[src/rtl/rv32i_fetch.sv]
// rv32i_fetch: instruction fetch stage.
// Owns the PC, issues in-order word requests under a credit limit, tags each response with its
// PC and buffers it for decode. A branch redirect flushes buffered entries and discards
// responses that are still in flight.
module rv32i_fetch #(
    parameter logic [31:0] RESET_PC = 32'h0000_0000,
    parameter int unsigned DEPTH    = 2
) (
    input  logic        clk,
    input  logic        reset,
    input  logic        branch_taken,
    input  logic [31:0] branch_target,
    input  logic        fetch_stall,
    output logic        imem_req,
    output logic [31:0] imem_addr,
    input  logic        imem_gnt,
    input  logic        imem_rvalid,
    input  logic [31:0] imem_rdata,
    output logic        if_valid,
    output logic [31:0] if_pc,
    output logic [31:0] if_instr
);

    localparam int unsigned AW = (DEPTH > 1) ? $clog2(DEPTH) : 1;
    localparam int unsigned CW = AW + 1;
    localparam int unsigned SW = CW + 1;

    logic [31:0]   pc_q, pc_d;
    logic [CW-1:0] outstanding_q, outstanding_d;
    logic [CW-1:0] discard_q, discard_d;
    logic [CW-1:0] count_q, count_d;
    logic [AW-1:0] wr_ptr_q, wr_ptr_d, rd_ptr_q, rd_ptr_d;
    logic [AW-1:0] tag_wr_ptr_q, tag_wr_ptr_d, tag_rd_ptr_q, tag_rd_ptr_d;

    logic [31:0] tag_q        [DEPTH];
    logic [31:0] fifo_pc_q    [DEPTH];
    logic [31:0] fifo_instr_q [DEPTH];

    logic [SW-1:0] in_use;
    logic          xfer;
    logic          keep;
    logic          pop;

    // Every buffered entry and every in-flight request (including ones to be discarded)
    // holds a credit, so a response can never find the buffer full.
    assign in_use    = SW'(outstanding_q) + SW'(count_q);
    assign imem_req  = !reset && !branch_taken && (in_use < SW'(DEPTH));
    assign imem_addr = pc_q;
    assign xfer      = imem_req && imem_gnt;
    assign keep      = imem_rvalid && (discard_q == '0);
    assign pop       = (count_q != '0) && !fetch_stall;

    assign if_valid = (count_q != '0);
    assign if_pc    = fifo_pc_q[rd_ptr_q];
    assign if_instr = fifo_instr_q[rd_ptr_q];

    // Next-state for PC, credit counters and queue pointers; redirect overrides all.
    always_comb begin
        pc_d          = pc_q;
        outstanding_d = outstanding_q + CW'(xfer) - CW'(imem_rvalid);
        discard_d     = discard_q;
        count_d       = count_q + CW'(keep) - CW'(pop);
        wr_ptr_d      = wr_ptr_q;
        rd_ptr_d      = rd_ptr_q;
        tag_wr_ptr_d  = tag_wr_ptr_q;
        tag_rd_ptr_d  = tag_rd_ptr_q;

        if (xfer) begin
            pc_d         = pc_q + 32'd4;
            tag_wr_ptr_d = tag_wr_ptr_q + AW'(1);
        end
        if (imem_rvalid && (discard_q != '0)) begin
            discard_d = discard_q - CW'(1);
        end
        if (keep) begin
            tag_rd_ptr_d = tag_rd_ptr_q + AW'(1);
            wr_ptr_d     = wr_ptr_q + AW'(1);
        end
        if (pop) begin
            rd_ptr_d = rd_ptr_q + AW'(1);
        end

        if (branch_taken) begin
            pc_d         = {branch_target[31:2], 2'b00};
            count_d      = '0;
            wr_ptr_d     = '0;
            rd_ptr_d     = '0;
            tag_wr_ptr_d = '0;
            tag_rd_ptr_d = '0;
            // Everything still in flight after this cycle belongs to the wrong path.
            discard_d    = outstanding_d;
        end
    end

    // Control state registers.
    always_ff @(posedge clk or posedge reset) begin
        if (reset) begin
            pc_q          <= RESET_PC;
            outstanding_q <= '0;
            discard_q     <= '0;
            count_q       <= '0;
            wr_ptr_q      <= '0;
            rd_ptr_q      <= '0;
            tag_wr_ptr_q  <= '0;
            tag_rd_ptr_q  <= '0;
        end else begin
            pc_q          <= pc_d;
            outstanding_q <= outstanding_d;
            discard_q     <= discard_d;
            count_q       <= count_d;
            wr_ptr_q      <= wr_ptr_d;
            rd_ptr_q      <= rd_ptr_d;
            tag_wr_ptr_q  <= tag_wr_ptr_d;
            tag_rd_ptr_q  <= tag_rd_ptr_d;
        end
    end

    // PC-tag queue and instruction buffer storage.
    always_ff @(posedge clk or posedge reset) begin
        if (reset) begin
            for (int i = 0; i < DEPTH; i++) begin
                tag_q[i]        <= '0;
                fifo_pc_q[i]    <= '0;
                fifo_instr_q[i] <= '0;
            end
        end else begin
            if (xfer) begin
                tag_q[tag_wr_ptr_q] <= pc_q;
            end
            if (keep) begin
                fifo_pc_q[wr_ptr_q]    <= tag_q[tag_rd_ptr_q];
                fifo_instr_q[wr_ptr_q] <= imem_rdata;
            end
        end
    end

`ifndef SYNTHESIS
    // A response with nothing outstanding means the memory broke the protocol.
    rvalid_without_request: assert property (
        @(posedge clk) disable iff (reset) !(imem_rvalid && (outstanding_q == '0))
    ) else $error("rv32i_fetch: imem_rvalid with no outstanding request");
`endif

endmodule

[config.mk]
export PLATFORM = sky130hd
export DESIGN_NAME = rv32i_fetch
export DESIGN_NICKNAME = d
export VERILOG_FILES = /design/src/rtl/rv32i_fetch.sv
export SDC_FILE = /design/constraint.sdc
export NUM_CORES = 1
export LEC_CHECK = 0
export ABC_AREA = 1
export BUFFER_PORTS_ARGS = -buffer_cell sky130_fd_sc_hd__buf_2
export CORE_MARGIN = 3
export CORE_UTILIZATION = 51
export DETAILED_ROUTE_END_ITERATION = 10
export GPL_TIMING_DRIVEN = 0
export MAX_ROUTING_LAYER = met4
export PLACE_DENSITY = 0.8
export RECOVER_POWER = 50
export SLEW_MARGIN = 20
export SYNTH_ARGS = -nofsm -noshare
export SYNTH_HDL_FRONTEND = slang
export SYNTH_SLANG_ARGS = --single-unit
export TNS_END_PERCENT = 20
[constraint.sdc]
create_clock -name clk -period 12.1 [get_ports clk]
set_input_delay 2.42 -clock clk [delete_from_list [all_inputs] [get_ports clk]]
set_output_delay 2.42 -clock clk [all_outputs]
set_load 0.1 [all_outputs]
==> results of run 1 <==
==> worst max-delay path: cells and delay by family <==
family	cells	cell delay, ns
buf+inv	5	2.92
simple gates	1	0.17
==> kinds of logic after synthesis <==
| group | after synthesis | synth area share (%) |
|---|---|---|
| other cells | 1 | 0.0349 |
| buf+inv | 205 | 8.77 |
| xor+xnor | 7 | 0.571 |
| compound gates | 224 | 11.5 |
| flops | 224 | 52.2 |
| simple gates | 707 | 26.1 |
| fa+ha+maj | 7 | 0.885 |
==> sequential cells by signal (all words and copies together) (netlist names) <==
| signal | flops |
|---|---|
| fifo_instr_q | 64 |
| tag_wr_ptr_q | 1 |
| fifo_pc_q | 60 |
| count_q | 2 |
| discard_q | 2 |
| wr_ptr_q | 1 |
| tag_rd_ptr_q | 1 |
| imem_addr | 30 |
| outstanding_q | 2 |
| tag_q | 60 |
| rd_ptr_q | 1 |
==> power breakdown <==
group | switching (W) | internal, W
logic | 0.00156 | 0.000340
registers | 0.000147 | 0.00103
clock network | 0.000300 | 0.000441
total | 0.00201 | 0.00181
==> stage by stage <==
step	total power, W	hold WS (ns)	std cells
3_5_place_dp	0.00309	0.458	1810
4_1_cts	0.00384	0.473	1854
5_1_grt	0.00403	0.484	1854
3_3_place_gp	0.00304	0.453	1808
6_report	0.00382	0.471	1854
2_1_floorplan	0.00272	0.442	1378
==> worst paths after layout <==
check | start | endpoint | slack [ns] | cells past startpoint
min | fifo_pc_q[26]$_DFFE_PP0P_ | fifo_pc_q[26]$_DFFE_PP0P_ | 0.47 | 2
min reg2reg | fifo_pc_q[26]$_DFFE_PP0P_ | fifo_pc_q[26]$_DFFE_PP0P_ | 0.47 | 2
max | reset | imem_req | 4.06 | 6
min in group asynchronous | reset | fifo_instr_q[46]$_DFFE_PP0P_ | 2.49 | 2
max reg2reg | discard_q[0]$_DFFE_PP0P_ | fifo_instr_q[51]$_DFFE_PP0P_ | 9.47 | 8
max in group asynchronous | reset | tag_q[50]$_DFFE_PP0P_ | 4.74 | 3
==> cell usage after synthesis, types with 2 or more instances <==
cell type | instances | share of area, %
nand2_2 | 2 | 0.12
buf_4 | 12 | 0.84
a21oi_1 | 7 | 0.33
xnor2_1 | 4 | 0.33
ha_1 | 6 | 0.70
buf_2 | 10 | 0.47
nor2_4 | 3 | 0.31
buf_6 | 14 | 1.5
inv_6 | 2 | 0.16
o21ai_0 | 151 | 7.0
dfrtp_1 | 224 | 52
nand2_1 | 597 | 21
nand3_1 | 49 | 2.3
nand2_4 | 2 | 0.21
xor2_1 | 3 | 0.24
o211ai_1 | 5 | 0.35
nor2_2 | 6 | 0.35
nor2_1 | 41 | 1.4
o21ai_1 | 34 | 1.6
clkbuf_1 | 32 | 1.1
nor3_1 | 3 | 0.14
inv_1 | 133 | 4.6
o21ai_2 | 26 | 2.1
==> per-layer routing <==
layer	wire, um	up-vias	global-route usage [%]	share of wire, %
li1	-	4654	-	-
met3	2300	51	4.28	8.3
met5	0	-	-	0
met2	12600	353	38.3	45
met1	12000	4438	34.2	44
met4	705	0	7.07	2.6
==> area by class of cell <==
| cell class | count | area (um2) |
|---|---|---|
| Fill cell | 1808 | 7780 |
| Multi-Input combinational cell | 949 | 4200 |
| Inverter | 136 | 522 |
| Buffer | 69 | 398 |
| Tap cell | 270 | 338 |
| Sequential cell | 224 | 5610 |
| Clock buffer | 34 | 728 |
| Clock inverter | 10 | 88.8 |
| Timing Repair Buffer | 162 | 831 |
==> Flow_metrics.wiki, run 1 <==
{| class="wikitable"
! Metric !! Value
|-
| Setup-violating endpoint count in the final report || 0
|-
| Die height || 151 um
|-
| Pin slew with the least headroom to its limit || around 4.3 ns
|-
| CTS H-tree lvls || 1
|-
| Crit-path max FO || 95
|-
| Number of warnings printed during yosys synthesis || 0
|-
| Area grow syn2layout || 18.3%
|-
| Post-route DRC || 0
|-
| Minimum setup slack after placement || 5.71 ns
|-
| Via Count || 9496
|-
| Post-layout worst setup margin || roughly 4 ns
|-
| Share of post-route cells with drive strength above 1 || 17.3%
|-
| Clock tree from TritonCTS || yes
|-
| Total global-route track usage || 24.8%
|-
| Post-route clock skew || 0.0162 ns
|-
| Result of the run || complete, but fails checks
|-
| Setup TNS Final || 0 ns
|-
| Number of nets in the layout || 1643
|-
| Clock root buffer || clkbuf_16
|-
| Most common cell on crit path || buf_2
|-
| Delay contributed by the slowest stage of the critical path || roughly 1.7 ns
|-
| Via count of the first global-routing pass || between 9000 and 10000
|-
| Normalized max-slew margin || -188%
|-
| Leakage power total || 6.59 nW
|-
| Buffer levels on the longest clock path || 3
|-
| Mean cell area of the mapped netlist || 7.81 um2
|-
| Grt total ovfl || 0
|-
| Post-Place Cell Area || 12000 um2
|-
| Total Routed Length || 27600 um
|-
| IO Pins || roughly 170
|-
| Clk sink count || 224
|-
| RSZ-0062 raised after global routing || false
|-
| Capturing element type of the critical path || output pin
|-
| Global-route wire length before repair || between 40000 and 50000 um
|-
| Endpoints failing hold || 0
|-
| Violated checks || capacitance limit, slew limit
|-
| Critical Path Source Type || primary input
|-
| Register area share after synthesis || 52.2%
|-
| DR WL/cell || 14.9 um
|-
| Routability-driven placement congestion ratio || about 0.9
|-
| Commonest non-fill, non-tap cell in the layout || nand2_1
|-
| Total clock buffers created by CTS || 24
|-
| Die W || 151 um
|-
| Count of instances resized after the clock tree is built || 0
|-
| Classification of the worst-slack hold path || reg -> reg
|-
| Kind of critical path || in -> out
|-
| Required time of the critical path || 9.68 ns
|-
| Routed Antenna Nets || 0
|-
| Data arrival at the endpoint of the critical path || 5.62 ns
|-
| Number of synthesized register bits || 224
|-
| Combined area of all synthesized cells || around 11000 um2
|-
| Number of detailed-route iterations in the first pass || 5
|-
| Initial standard-cell utilization of the core || 52.4%
|-
| Commonest non-fill, non-tap cells in the layout || nand2_1, dfrtp_1, buf_2
|-
| Max rail drop VDD || 0.000176 V
|-
| Library cells used by synthesis || 32
|-
| Hold_buf cts || 0
|-
| Power density over cell area || 301 nW/um2
|-
| Count of mapped cells out of synthesis || 1375
|-
| List of cells traversed by the critical path || buf_2, clkinvlp_2, buf_16, nand3_1, inv_1, buf_2
|-
| Initial antenna violation count || 0
|-
| Clock latency of the later-clocked register in the worst-skew pair || 0.53 ns
|-
| Maximum number of pins on one net before global-route repair || 96
|-
| Setup Fix Bufs, Post-CTS || 0
|-
| Period Utilization, post-route || about 66%
|-
| Number of enable-type register cells in the synthesized netlist || 0
|-
| Max-cap violations || 2
|-
| Clock-pin slew of the registers on the worst-case setup and hold paths || 0.06 ns
|-
| Port Buf Inserts || 160
|-
| Number of core rows || 52
|-
| Vias/cell || just over 5
|-
| Slowest stage cell on the critical path || clkinvlp_2
|-
| Final number of max-transition violations || 134
|-
| Design Area, Final || 12700 um2
|-
| Final period demand of the worst path || 8.04 ns
|-
| Core Area || 20500 um2
|-
| Half-perimeter wire length after detailed placement || 19400 um
|-
| Floorplan die area || between 20000 and 25000 um2
|-
| Detailed router's first-iteration violation count || 630
|-
| Commonest register cell after synthesis || dfrtp_1
|-
| Core Util, Final || between 60% and 70%
|-
| Post-synth ARST share || 100%
|-
| Achievable Freq || approximately 0.12 GHz
|-
| Antenna fix cells || 0
|}
Note: power is estimated with default switching activity, not from simulation.
==> run 2, diff against run 1 <==
Settings changed: ABC_AREA 1 to 0, PLACE_DENSITY 0.8 to 0.83.
Clock period 12.1 ns to 7.2 ns, I/O delays scaled along.
==> run 2 against run 1 <==
  * The flow still finishes with violations (capacitance limit, slew limit)
  * Clock skew down 0.0049 ns
  * Utilization up 1.3 points
  * First-iteration DRC count down 27%
  * Sequential cell count unchanged
  * Register-to-register slack worse by 6.1 ns
  * Worst setup slack worse by 1.2 ns
  * Die area down 5.2%
  * Largest cell class unchanged
  * Routed wire length down 11%
  * Via count down 23%
  * Non-clock buffer count down 10
  * Synthesized cell count down 39%
  * Final cell count down 29%
  * Highest routed layer unchanged
==> Flow_metrics.wiki, run 2 <==
{| class="wikitable"
! Metric !! Value
|-
| CTS H-tree lvls || 1
|-
| Number of core rows || 50
|-
| Initial standard-cell utilization of the core || 53.1%
|-
| Clock tree from TritonCTS || yes
|-
| Period Utilization, post-route || 60.3%
|-
| Antenna fix cells || 0
|-
| Port Buf Inserts || 160
|-
| List of cells traversed by the critical path || clkbuf_1, clkinvlp_2, clkbuf_1, clkbuf_1, buf_12, buf_16
|-
| Footprint of the multi-input gates || 4220 um2
|-
| Register bank with the most flops || fifo_instr_q
|-
| Pin slew with the least headroom to its limit || 1.87 ns
|-
| Combined area of all synthesized cells || 10200 um2
|-
| Most common cell in the synthesized netlist || dfrtp_1
|-
| Register area share after synthesis || between 50 and 60%
|-
| Die W || around 150 um
|-
| Commonest register cell after synthesis || dfrtp_1
|-
| Area grow syn2layout || 19.4%
|-
| Endpoints failing hold || 0
|-
| Half-perimeter wire length after detailed placement || 17400 um
|-
| Maximum number of pins on one net before global-route repair || 36
|-
| Die height || roughly 150 um
|-
| Area taken by flip-flops and latches || 5610 um2
|-
| Post-route DRC || 0
|-
| Required time of the critical path || around 7.9 ns
|-
| Hold_buf cts || 0
|-
| Cell count after placement || 1266
|-
| Largest registers || fifo_instr_q: 64 flops, fifo_pc_q: 60 flops, tag_q: 60 flops
|-
| Synthesized-area fraction occupied by xor and xnor cells || 0.862%
|-
| Buffer levels on the longest clock path || 3
|-
| Number of nets in the layout || 1109
|-
| Max-cap violations || 3
|-
| Library cells used by synthesis || between 50 and 60
|-
| Post-route clock skew || about 0.011 ns
|-
| Vias/cell || 5.59
|-
| Family with the most delay on the worst path || buffers and inverters
|-
| Commonest non-fill, non-tap cell in the layout || dfrtp_1
|-
| Setup Fix Bufs, Post-CTS || 0
|-
| Global-route wire length before repair || 39800 um
|-
| Initial antenna violation count || 0
|-
| Total clock buffers created by CTS || 24
|-
| Commonest non-fill, non-tap cells in the layout || dfrtp_1, mux2_2, buf_2
|-
| Fraction of the mapped netlist area in compound gates || about 7.4%
|-
| Result of the run || complete, but fails checks
|-
| Finished Layout Cells || roughly 1300
|-
| Post-Place Cell Area || 11400 um2
|-
| Number of warnings printed during yosys synthesis || 0
|-
| Crit-path max FO || 33
|-
| Proportion of netlist area held by the largest area contributor || between 50% and 60%
|-
| Number of synthesized register bits || 224
|-
| IO Pins || 168
|-
| Delay contributed by the slowest stage of the critical path || 1.35 ns
|-
| Achievable Freq || around 0.23 GHz
|-
| Number of detailed-route iterations in the first pass || 5
|-
| Grt total ovfl || 0
|-
| Via Count || 7329
|-
| Leading cell types by count after synthesis || dfrtp_1, mux2_2, nand2_1
|-
| Final number of max-transition violations || 103
|-
| Design Area, Final || approximately 12000 um2
|-
| Detailed router's first-iteration violation count || roughly 460
|-
| Setup TNS Final || 0 ns
|-
| Mux contribution to synthesized area || 23.3%
|-
| Routability-driven placement congestion ratio || 0.864
|-
| Count of mapped cells out of synthesis || 836
|-
| Via count of the first global-routing pass || 7567
|-
| RSZ-0062 raised after global routing || false
|-
| Clock-pin slew of the registers on the worst-case setup and hold paths || roughly 0.06 ns
|-
| Normalized max-slew margin || -24.7%
|-
| DR WL/cell || 18.7 um
|-
| Clk sink count || approximately 220
|-
| Number of enable-type register cells in the synthesized netlist || 0
|-
| Most area-consuming cells after synthesis || dfrtp_1, mux2_2, o21ai_0
|-
| Critical Path Source Type || primary input
|-
| Mean cell area of the mapped netlist || between 10 and 15 um2
|-
| Share of post-route cells with drive strength above 1 || 39.0%
|-
| Capturing element type of the critical path || async pin
|-
| Worst hold slack after final layout || 0.471 ns
|-
| Classification of the worst-slack hold path || reg -> reg
|-
| Data arrival at the endpoint of the critical path || 5.05 ns
|-
| Slowest stage cell on the critical path || clkbuf_1
|-
| Kind of critical path || in -> async
|-
| Final period demand of the worst path || 4.34 ns
|-
| Simple-gate area share of the yosys netlist || a little under a tenth
|-
| Clock latency of the later-clocked register in the worst-skew pair || 0.50 ns
|-
| Largest area contributor in the synthesized netlist || dfrtp_1
|-
| Core Area || between 15000 and 20000 um2
|-
| Count of instances resized after the clock tree is built || 0
|-
| Routed Antenna Nets || 0
|-
| Fill count || 1464
|-
| Setup-violating endpoint count in the final report || 0
|-
| Post-synth ARST share || 100%
|-
| Clock root buffer || clkbuf_16
|-
| Flip-flop count of the largest register, all copies and words added || 64
|-
| Total global-route track usage || a little under a quarter
|-
| Floorplan die area || 21600 um2
|-
| Post-synthesis adder-cell area fraction || 0.936%
|-
| Critical path buffer and inverter count || 6
|-
| Violated checks || capacitance limit, slew limit
|-
| Total Routed Length || 24500 um
|-
| Most common cell on crit path || clkbuf_1
|-
| Largest family of logic cells by synthesized area || multiplexers
|-
| Setup slack on the worst flop-to-flop path || 3.38 ns
|}
run 2: cell count changes in the layout (fill, tap and decap cells not counted), moves of 7 or more:
cell,change
o21ai_1,-34
mux2_2,+182
buf_6,-13
nand2_1,-487
inv_1,-124
nand3_1,-32
o21ai_2,-26
clkbuf_1,+7
nor2_1,-26
mux2i_1,+32
o21ai_0,-65
o311ai_0,+9
run 2: area by class of cell:
| class | instances | area share (%) |
|---|---|---|
| clock inverter | 10 | 0.846 |
| sequential | 224 | 46.2 |
| inverter | 12 | 0.392 |
| clock buffer | 34 | 5.93 |
| multi-input combinational | 549 | 34.8 |
| timing repair buffer | 167 | 7.13 |
| tap | 260 | 2.68 |
| buffer | 54 | 2.04 |
run 2: worst paths after layout:
kind | startpoint | endpoint | cells after the start
setup / recovery | reset | fifo_instr_q[60]$_DFFE_PP0P_ | 6
max in group clk | branch_taken | imem_req | 3
min in group asynchronous | reset | imem_addr[18]$_DFFE_PP0P_ | 2
hold reg to reg | fifo_pc_q[11]$_DFFE_PP0P_ | fifo_pc_q[11]$_DFFE_PP0P_ | 2
hold / removal | fifo_pc_q[11]$_DFFE_PP0P_ | fifo_pc_q[11]$_DFFE_PP0P_ | 2
setup reg to reg | outstanding_q[0]$_DFF_PP0_ | discard_q[1]$_DFFE_PP0P_ | 13
run 2: worst register-to-register path, cell delays in order (launching register included):
cell        delay [ns]
dfrtp_1           0.38
and2_1            0.17
fa_1              0.46
nor4_1            0.48
and2_0            0.40
clkinvlp_2        0.37
clkbuf_1          0.37
ha_1              0.38
inv_1             0.04
ha_1              0.17
xnor2_1           0.13
xnor2_1           0.20
nand2_1           0.08
o21ai_0           0.09
run 2: routing by layer:
layer  part of all wire, %  track usage (%)  wire, um
met5                     0                -         0
met2                    48             38.0     11900
met1                    43             31.3     10600
met4                   2.0             5.45       487
met3                   6.4             2.93      1570
run 2: kinds of logic after synthesis:
kind of cell               after synthesis
muxes                                  214
and+or+nand+nor                        186
buffers and inverters                   66
AOI/OAI and AO/OA                      128
adders and majority gates                7
other                                    1
DFF                                    224
xor gates and xnor gates                10
run 2: stage by stage:
stage,utilization (%),setup slack [ns]
3_5_place_dp,59.8,3.34
4_1_cts,64.1,3.05
3_3_place_gp,59.0,1.54
5_1_grt,63.4,2.13
6_report,63.4,2.86
2_1_floorplan,-,2.84
Power of run 2 is left out: the tool's default activity adds up to more than one toggle a clock period on the data nets, which glitch-free logic cannot reach.
